[src/rtl/seg_scan_pkg.sv]
// Glyph codes, segment bit positions and segment patterns for the 7-segment scanner.
// Shared by seg_decode and seg_scan (optional build macro SEG_DIM_EN lives in seg_scan).
package seg_pkg;

  localparam logic [4:0] GL_BLANK = 5'd16;
  localparam logic [4:0] GL_DASH  = 5'd17;
  localparam logic [4:0] GL_L     = 5'd18;
  localparam logic [4:0] GL_P     = 5'd19;
  localparam logic [4:0] GL_H     = 5'd20;
  localparam logic [4:0] GL_N     = 5'd21;
  localparam logic [4:0] GL_O     = 5'd22;
  localparam logic [4:0] GL_R     = 5'd23;
  localparam logic [4:0] GL_U     = 5'd24;
  localparam logic [4:0] GL_Y     = 5'd25;

  localparam int SEG_A  = 0;
  localparam int SEG_B  = 1;
  localparam int SEG_C  = 2;
  localparam int SEG_D  = 3;
  localparam int SEG_E  = 4;
  localparam int SEG_F  = 5;
  localparam int SEG_G  = 6;
  localparam int SEG_DP = 7;

  // Patterns carry dp=0; the scanner ORs the decimal point in separately.
  localparam logic [7:0] PAT_HEX [16] = '{
    8'h3F, 8'h06, 8'h5B, 8'h4F, 8'h66, 8'h6D, 8'h7D, 8'h07,
    8'h7F, 8'h6F, 8'h77, 8'h7C, 8'h39, 8'h5E, 8'h79, 8'h71
  };
  localparam logic [7:0] PAT_BLANK = 8'h00;
  localparam logic [7:0] PAT_DASH  = 8'h40;
  localparam logic [7:0] PAT_L     = 8'h38;
  localparam logic [7:0] PAT_P     = 8'h73;
  localparam logic [7:0] PAT_H     = 8'h76;
  localparam logic [7:0] PAT_N     = 8'h54;
  localparam logic [7:0] PAT_O     = 8'h5C;
  localparam logic [7:0] PAT_R     = 8'h50;
  localparam logic [7:0] PAT_U     = 8'h3E;
  localparam logic [7:0] PAT_Y     = 8'h6E;

endpackage

[src/rtl/seg_scan_if.sv]
// Display bundle between the glyph source (master) and the scanner (slave).
// Level signals, no handshake: the scanner samples the inputs at frame load and drives pins every cycle.
interface seg_scan_if;
  logic [39:0] digits;
  logic [7:0]  dp;
  logic [7:0]  blank;
  logic [7:0]  blink;
  logic [2:0]  bright;
  logic [7:0]  seg_en;
  logic [7:0]  seg_out0;
  logic [7:0]  seg_out1;

  modport master (
    output digits, dp, blank, blink, bright,
    input  seg_en, seg_out0, seg_out1
  );

  modport slave (
    input  digits, dp, blank, blink, bright,
    output seg_en, seg_out0, seg_out1
  );
endinterface

[src/rtl/seg_scan_decode.sv]
// seg_decode: combinational 5-bit glyph code to 7 segment lines (bit0=a .. bit6=g).
module seg_decode
  import seg_pkg::*;
(
  input  logic [4:0] code,
  output logic [6:0] seg
);

  logic [7:0] pat;

  always_comb begin
    pat = PAT_BLANK;
    if (!code[4]) begin
      pat = PAT_HEX[code[3:0]];
    end else begin
      case (code)
        GL_DASH: pat = PAT_DASH;
        GL_L:    pat = PAT_L;
        GL_P:    pat = PAT_P;
        GL_H:    pat = PAT_H;
        GL_N:    pat = PAT_N;
        GL_O:    pat = PAT_O;
        GL_R:    pat = PAT_R;
        GL_U:    pat = PAT_U;
        GL_Y:    pat = PAT_Y;
        default: pat = PAT_BLANK;
      endcase
    end
  end

  assign seg = pat[6:0];

endmodule

[src/rtl/seg_scan.sv]
// seg_scan: time-multiplexed driver for eight 7-segment digits, two lit per slot, four slots per frame.
// Build macro SEG_DIM_EN enables the brightness-controlled lit window.
module seg_scan
  import seg_pkg::*;
#(
  parameter int CLK_HZ   = 100000000,
  parameter int SCAN_HZ  = 1000,
  parameter int DEAD_CYC = 16,
  parameter int BLINK_HZ = 2
) (
  input  logic      clk,
  input  logic      rst_n,
  seg_scan_if.slave bus
);

  localparam int SLOT     = CLK_HZ / SCAN_HZ;
  localparam int DIV_W    = (SLOT > 1) ? $clog2(SLOT) : 1;
  localparam int BLINK_TC = CLK_HZ / (2 * BLINK_HZ);
  localparam int BLK_W    = (BLINK_TC > 1) ? $clog2(BLINK_TC) : 1;

  localparam logic [DIV_W-1:0] DIV_LAST = DIV_W'(SLOT - 1);
  localparam logic [DIV_W-1:0] DEAD_V   = DIV_W'(DEAD_CYC);
  localparam logic [BLK_W-1:0] BLK_LAST = BLK_W'(BLINK_TC - 1);

  logic [DIV_W-1:0] div;
  logic [1:0]       idx;
  logic [BLK_W-1:0] blk_cnt;
  logic             phase;
  logic             load_pend;

  logic [4:0] sh_code [8];
  logic [7:0] sh_dp;
  logic [7:0] sh_blank;
  logic [7:0] sh_blink;

  logic       div_last;
  logic       frame_load;
  logic [2:0] sel0;
  logic [2:0] sel1;
  logic [6:0] raw0;
  logic [6:0] raw1;
  logic       dark0;
  logic       dark1;
  logic       lit;
  logic [7:0] nxt_en;
  logic [7:0] nxt_out0;
  logic [7:0] nxt_out1;

  assign div_last   = (div == DIV_LAST);
  assign frame_load = load_pend || (div_last && (idx == 2'd3));
  assign sel0       = {1'b0, idx};
  assign sel1       = {1'b1, idx};

  seg_decode u_dec0 (.code(sh_code[sel0]), .seg(raw0));
  seg_decode u_dec1 (.code(sh_code[sel1]), .seg(raw1));

  assign dark0 = sh_blank[sel0] | (sh_blink[sel0] & phase);
  assign dark1 = sh_blank[sel1] | (sh_blink[sel1] & phase);

`ifdef SEG_DIM_EN
  localparam int PW = DIV_W + 4;

  logic [2:0]       sh_bright;
  logic [PW-1:0]    win_prod;
  logic [DIV_W:0]   win_len;
  logic [DIV_W:0]   lit_off;

  // Lit window length = ((SLOT-DEAD)*(bright+1))>>3; the product fits in PW bits.
  assign win_prod = PW'(SLOT - DEAD_CYC) * PW'({1'b0, sh_bright} + 4'd1);
  assign win_len  = win_prod[PW-1:3];
  assign lit_off  = {1'b0, div - DEAD_V};
  assign lit      = (div >= DEAD_V) && (lit_off < win_len);

  always_ff @(posedge clk or negedge rst_n) begin
    if (!rst_n) begin
      sh_bright <= 3'd7;
    end else if (frame_load) begin
      sh_bright <= bus.bright;
    end
  end
`else
  logic unused_bright;

  assign unused_bright = ^bus.bright;
  assign lit           = (div >= DEAD_V);
`endif

  always_comb begin
    nxt_en   = '0;
    nxt_out0 = '0;
    nxt_out1 = '0;
    if (lit) begin
      nxt_en[sel0] = 1'b1;
      nxt_en[sel1] = 1'b1;
    end
    if (!dark0) begin
      nxt_out0[6:0]    = raw0;
      nxt_out0[SEG_DP] = sh_dp[sel0];
    end
    if (!dark1) begin
      nxt_out1[6:0]    = raw1;
      nxt_out1[SEG_DP] = sh_dp[sel1];
    end
  end

  // Slot timing: div walks the slot, idx steps once per slot.
  always_ff @(posedge clk or negedge rst_n) begin
    if (!rst_n) begin
      div <= '0;
      idx <= 2'd0;
    end else if (div_last) begin
      div <= '0;
      idx <= idx + 2'd1;
    end else begin
      div <= div + 1'b1;
    end
  end

  // Blink phase runs freely, unrelated to the frame.
  always_ff @(posedge clk or negedge rst_n) begin
    if (!rst_n) begin
      blk_cnt <= '0;
      phase   <= 1'b0;
    end else if (blk_cnt == BLK_LAST) begin
      blk_cnt <= '0;
      phase   <= ~phase;
    end else begin
      blk_cnt <= blk_cnt + 1'b1;
    end
  end

  // Shadow copy updates only at frame boundaries so a frame never mixes old and new glyphs.
  always_ff @(posedge clk or negedge rst_n) begin
    if (!rst_n) begin
      load_pend <= 1'b1;
      sh_dp     <= '0;
      sh_blank  <= '0;
      sh_blink  <= '0;
      for (int i = 0; i < 8; i++) begin
        sh_code[i] <= GL_BLANK;
      end
    end else begin
      load_pend <= 1'b0;
      if (frame_load) begin
        sh_dp    <= bus.dp;
        sh_blank <= bus.blank;
        sh_blink <= bus.blink;
        for (int i = 0; i < 8; i++) begin
          sh_code[i] <= bus.digits[5*i +: 5];
        end
      end
    end
  end

  always_ff @(posedge clk or negedge rst_n) begin
    if (!rst_n) begin
      bus.seg_en   <= '0;
      bus.seg_out0 <= '0;
      bus.seg_out1 <= '0;
    end else begin
      bus.seg_en   <= nxt_en;
      bus.seg_out0 <= nxt_out0;
      bus.seg_out1 <= nxt_out1;
    end
  end

endmodule

[src/flat_wrapper.sv]
// flat-port wrapper written by rule: the top's interface ports become plain ports
module seg_scan_flat import seg_pkg::*;
#(
  parameter int CLK_HZ   = 100000000,
  parameter int SCAN_HZ  = 1000,
  parameter int DEAD_CYC = 16,
  parameter int BLINK_HZ = 2
)
  (clk, rst_n, bus_digits, bus_dp, bus_blank, bus_blink, bus_bright, bus_seg_en, bus_seg_out0, bus_seg_out1);
  seg_scan_if bus_i ();
  input  logic clk;
  input  logic rst_n;
  input wire logic [$bits(bus_i.digits)-1:0] bus_digits;
  input wire logic [$bits(bus_i.dp)-1:0] bus_dp;
  input wire logic [$bits(bus_i.blank)-1:0] bus_blank;
  input wire logic [$bits(bus_i.blink)-1:0] bus_blink;
  input wire logic [$bits(bus_i.bright)-1:0] bus_bright;
  output wire logic [$bits(bus_i.seg_en)-1:0] bus_seg_en;
  output wire logic [$bits(bus_i.seg_out0)-1:0] bus_seg_out0;
  output wire logic [$bits(bus_i.seg_out1)-1:0] bus_seg_out1;
  assign bus_i.digits = bus_digits;
  assign bus_i.dp = bus_dp;
  assign bus_i.blank = bus_blank;
  assign bus_i.blink = bus_blink;
  assign bus_i.bright = bus_bright;
  assign bus_seg_en = bus_i.seg_en;
  assign bus_seg_out0 = bus_i.seg_out0;
  assign bus_seg_out1 = bus_i.seg_out1;
  seg_scan #(.CLK_HZ(CLK_HZ), .SCAN_HZ(SCAN_HZ), .DEAD_CYC(DEAD_CYC), .BLINK_HZ(BLINK_HZ)) u_core (.clk(clk), .rst_n(rst_n), .bus(bus_i));
endmodule
[config.mk]
export PLATFORM = sky130hd
export DESIGN_NAME = seg_scan_flat
export DESIGN_NICKNAME = d
export VERILOG_FILES = /design/src/rtl/seg_scan_pkg.sv /design/src/rtl/seg_scan_if.sv /design/src/rtl/seg_scan_decode.sv /design/src/rtl/seg_scan.sv /design/src/flat_wrapper.sv
export SDC_FILE = /design/constraint.sdc
export NUM_CORES = 1
export LEC_CHECK = 0
export CAP_MARGIN = 20
export CELL_PAD_IN_SITES_DETAIL_PLACEMENT = 1
export CELL_PAD_IN_SITES_GLOBAL_PLACEMENT = 2
export CORE_MARGIN = 1.5
export CORE_UTILIZATION = 38
export CTS_CLUSTER_SIZE = 10
export DETAILED_ROUTE_END_ITERATION = 16
export PLACE_DENSITY_LB_ADDON = 0.1
export SLEW_MARGIN = 20
export SYNTH_ARGS = -nofsm -noshare
export SYNTH_HDL_FRONTEND = slang
export SYNTH_SLANG_ARGS = --single-unit
[constraint.sdc]
create_clock -name clk -period 4.1 [get_ports clk]
set_input_delay 0.82 -clock clk [delete_from_list [all_inputs] [get_ports clk]]
set_output_delay 0.82 -clock clk [all_outputs]
set_load 0.01 [all_outputs]
==> results.tsv <==
stage	metric	value	unit
status	outcome	finished clean	
routing	drc	0	
critical_path	crit_end	u_core.sh_code[0]$_DFFE_PN0P_	
critical_path	cp.arrival	3.20	ns
timing	rsz0062_at_grt	no	
floorplanning	die_w	137.6	um
layout	area_growth	24.47	%
routing	drtIter0Drc	133	
timing	period_needed	2.896	ns
floorplanning	dieArea	0.01894	mm2
pwr	power.total	3.560	mW
clock_tree	postCtsSetupBuffers	0	
global_routing	grt_antenna_before_repair	0	
floorplanning	coreArea	0.01784	mm2
synth	yosysSeqAreaShare	0.4740	
routing	drtPass1Iterations	4	
clock_tree	clk_pin_slew	0.06	ns
pwr	power.share.sequential	0.403	
synth	synth_edf_count	0	
timing	min_period_over_period	0.7063	
layout	stdcell_count	887	
clock_tree	cts_tree	yes	
critical_path	regToRegSetupSlack	1.20	ns
global_routing	grt_usage	0.1884	
floorplanning	initial_utilization	0.3860	
critical_path	worstSetupStartpoint	u_core.div[0]$_DFF_PN0_	
critical_path	cp_max_fo	56	
pwr	p_per_area	415.3	mW/mm2
timing	max_slew_margin	0.3060	
routing	vias_per_cell	5.179	
timing	finalWorstSetupSlack	1.204	ns
floorplanning	row_count	49	
timing	fmax	345.3	MHz
clock_tree	clk_latency	0.42	ns
synth	synth_area_per_cell	12.30	um2
critical_path	reg2reg_from	u_core.div[0]$_DFF_PN0_	
critical_path	required	4.40	ns
pwr	sw_frac_of_total	0.2461	
synth	async_flop_share	1.000	
routing	drtAntennaViolNets	0	
timing	tightest_slew	1.033	ns
clock_tree	cts.repair.resized	0	
timing	fin_tns_setup	0	ns
floorplanning	die_h	137.6	um
pwr	p_int	2.683	mW
layout	nNetsFinal	735	
synth	ys.flop_type	dfrtp_1	
timing	setup_viol	0	
clock_tree	cts_root_buf	clkbuf_16	
placed_design	dp_slack	1.195	ns
clock_tree	clock_sinks	130	
placed_design	port-buffer-count	89	
synth	syn-instance-count	560	
layout	mostFrequentLayoutCells	dfrtp_1 (121), clkdlybuf4s50_1 (88), mux2_4 (60), nor2_1 (40), nand2_1 (31)	
placed_design	finalWeightedCongestion	0.7587	
layout	fillCellCount	1852	
job	cap_violations	0	
pwr	clkPwrFrac	0.458	
global_routing	grt_max_degree	57	
pwr	ir_drop	0.0002769	V
routing	wl	16490	um
synth	synth_cell_types	53	
placed_design	dp_hpwl	11420	um
layout	drive_gt1_frac	0.2021	
synth	ys_ff_latch	130	
hold_path	min_path_type	in -> async	
timing	final-max-slew-violation-count	0	
clock_tree	cts_buffers	17	
critical_path	crit_path_start_kind	flop	
critical_path	rr_worst_depth	7	
floorplanning	ios	93	
pwr	comb_power_share	0.140	
clock_tree	cts_hold_buf	0	
critical_path	cp-end-kind	flop	
routing	wl_per_cell	18.59	um
pwr	p_sw	0.8761	mW
critical_path	crit_type	reg -> reg	
critical_path	rr_endpoint	u_core.sh_code[0]$_DFFE_PN0P_	
global_routing	grt_pass1_vias	5058	
placed_design	dp_cells	855	
global_routing	grt_pass1_wl	27010	um
placed_design	dpl_cell_area	0.007940	mm2
timing	skew	0.008781	ns
layout	layout_commonest_cell	dfrtp_1	
layout	antenna_cells	0	
synth	yosysWarnings	0	
clock_tree	htreeDepth	4	
routing	routed-via-count	4594	
clock_tree	clockBufferDepth	2	
synth	syn_area	0.006887	mm2
layout	final_cell_area	0.008572	mm2
synth	synth_nets	650	
pwr	p_leak	3.712	nW
global_routing	grt.overflow.total	0	
timing	hold_viol_final	0	
-- cells in the mapped netlist, types with 2 or more instances --
| cell type | instances | share of area |
|---|---|---|
| a211oi_1 | 9 | 0.0098 |
| a21o_1 | 2 | 0.0022 |
| a21oi_1 | 17 | 0.012 |
| a31oi_1 | 3 | 0.0027 |
| and2_1 | 9 | 0.0082 |
| and3_1 | 4 | 0.0036 |
| and4_1 | 5 | 0.0064 |
| buf_2 | 9 | 0.0065 |
| buf_4 | 6 | 0.0065 |
| buf_6 | 6 | 0.0098 |
| clkbuf_1 | 6 | 0.0033 |
| clkinv_1 | 2 | 0.0011 |
| dfrtp_1 | 121 | 0.44 |
| dfstp_2 | 9 | 0.034 |
| ha_1 | 21 | 0.038 |
| inv_1 | 16 | 0.0087 |
| mux2_2 | 5 | 0.0082 |
| mux2_4 | 60 | 0.13 |
| mux2i_1 | 7 | 0.010 |
| mux4_2 | 17 | 0.056 |
| nand2_1 | 31 | 0.017 |
| nand2b_1 | 11 | 0.010 |
| nand3_1 | 20 | 0.015 |
| nand3b_1 | 4 | 0.0044 |
| nand4_1 | 8 | 0.0073 |
| nor2_1 | 40 | 0.022 |
| nor2b_1 | 5 | 0.0045 |
| nor3_1 | 8 | 0.0058 |
| nor4_1 | 8 | 0.0073 |
| o21a_1 | 3 | 0.0033 |
| o21ai_0 | 11 | 0.0080 |
| o221ai_1 | 3 | 0.0038 |
| o22ai_1 | 2 | 0.0018 |
| o311a_1 | 2 | 0.0029 |
| or2_1 | 3 | 0.0027 |
| or4_1 | 4 | 0.0044 |
| xnor2_1 | 30 | 0.038 |
| xor2_1 | 18 | 0.023 |
-- cell type report --
class,instances,area (um2),share of cell area
Clock buffer,17,425.4,0.04963
Clock inverter,15,206.4,0.02408
Inverter,18,67.56,0.007882
Multi-Input combinational cell,384,3371,0.3932
Sequential cell,130,3264,0.3808
Tap cell,229,286.5,0.03343
Timing Repair Buffer,94,950.9,0.1109
-- metal layers --
metal / wire, um / up-vias / share of wire / GRT usage
li1: - / 2155 / - / -
met1: 7596 / 2364 / 0.46 / 0.2445
met2: 8190 / 63 / 0.50 / 0.3128
met3: 515 / 12 / 0.031 / 0.04415
met4: 187 / 0 / 0.011 / 0.05556
met5: 0 / - / 0 / 0
-- critical path, stage by stage, from the launching register on --
cell and delay, ns:
dfrtp_1 0.39, ha_1 0.22, and4_1 0.37, and3_1 0.23
nor3b_4 0.62, a21oi_4 0.25, buf_12 0.28, mux2_4 0.35
-- how the worst min path moves through the flow --
stage                                       endpoint  slack [ns]  depth (start not counted)
finish              u_core.bus.seg_out1[3]$_DFF_PN0_        0.38                          1
floorplan                u_core.blk_cnt[0]$_DFF_PN0_        0.42                          1
global route        u_core.bus.seg_out1[3]$_DFF_PN0_        0.39                          1
CTS                 u_core.bus.seg_out1[3]$_DFF_PN0_        0.38                          1
detailed placement       u_core.blk_cnt[0]$_DFF_PN0_        0.46                          1
global placement         u_core.blk_cnt[0]$_DFF_PN0_        0.44                          1
-- power groups by stage --
stage | combinational, mW | clock (mW) | sequential [mW]
2_1_floorplan | 0.296 | 0 | 1.45
3_3_place_gp | 0.492 | 0 | 1.45
3_5_place_dp | 0.500 | 0 | 1.46
4_1_cts | 0.504 | 1.68 | 1.43
5_1_grt | 0.544 | 1.73 | 1.45
6_report | 0.497 | 1.63 | 1.43
-- cell families (layout without fill, tap and decap cells) --
kind of cell / Yosys count / in the layout / share of synthesized area
fa+ha+maj: 21 / 21 / 0.03815
other cells: 1 / 1 / 0.0005445
buf+inv: 46 / 144 / 0.03652
compound gates: 61 / 61 / 0.05923
mux: 89 / 89 / 0.2048
simple gates: 164 / 164 / 0.1257
flops: 130 / 130 / 0.4740
xor+xnor: 48 / 48 / 0.06105
-- registers in the layout, indices dropped and copies added (netlist names) --
| register | count |
|---|---|
| u_core.sh_blink | 8 |
| u_core.sh_blank | 8 |
| u_core.idx | 2 |
| u_core.blk_cnt | 25 |
| u_core.bus.seg_out0 | 8 |
| u_core.sh_code | 40 |
| u_core.phase | 1 |
| u_core.load_pend | 1 |
| u_core.bus.seg_en | 4 |
| u_core.div | 17 |
| u_core.bus.seg_out1 | 8 |
| u_core.sh_dp | 8 |
-- metrics by stage --
stage / utilization / hold slack [ns]
global route: 0.4805 / 0.3920
finish: 0.4805 / 0.3769
floorplan: - / 0.4236
global placement: 0.4451 / 0.4363
detailed placement: 0.4451 / 0.4567
CTS: 0.4805 / 0.3815
No activity file was read; power rests on OpenSTA's default activity.
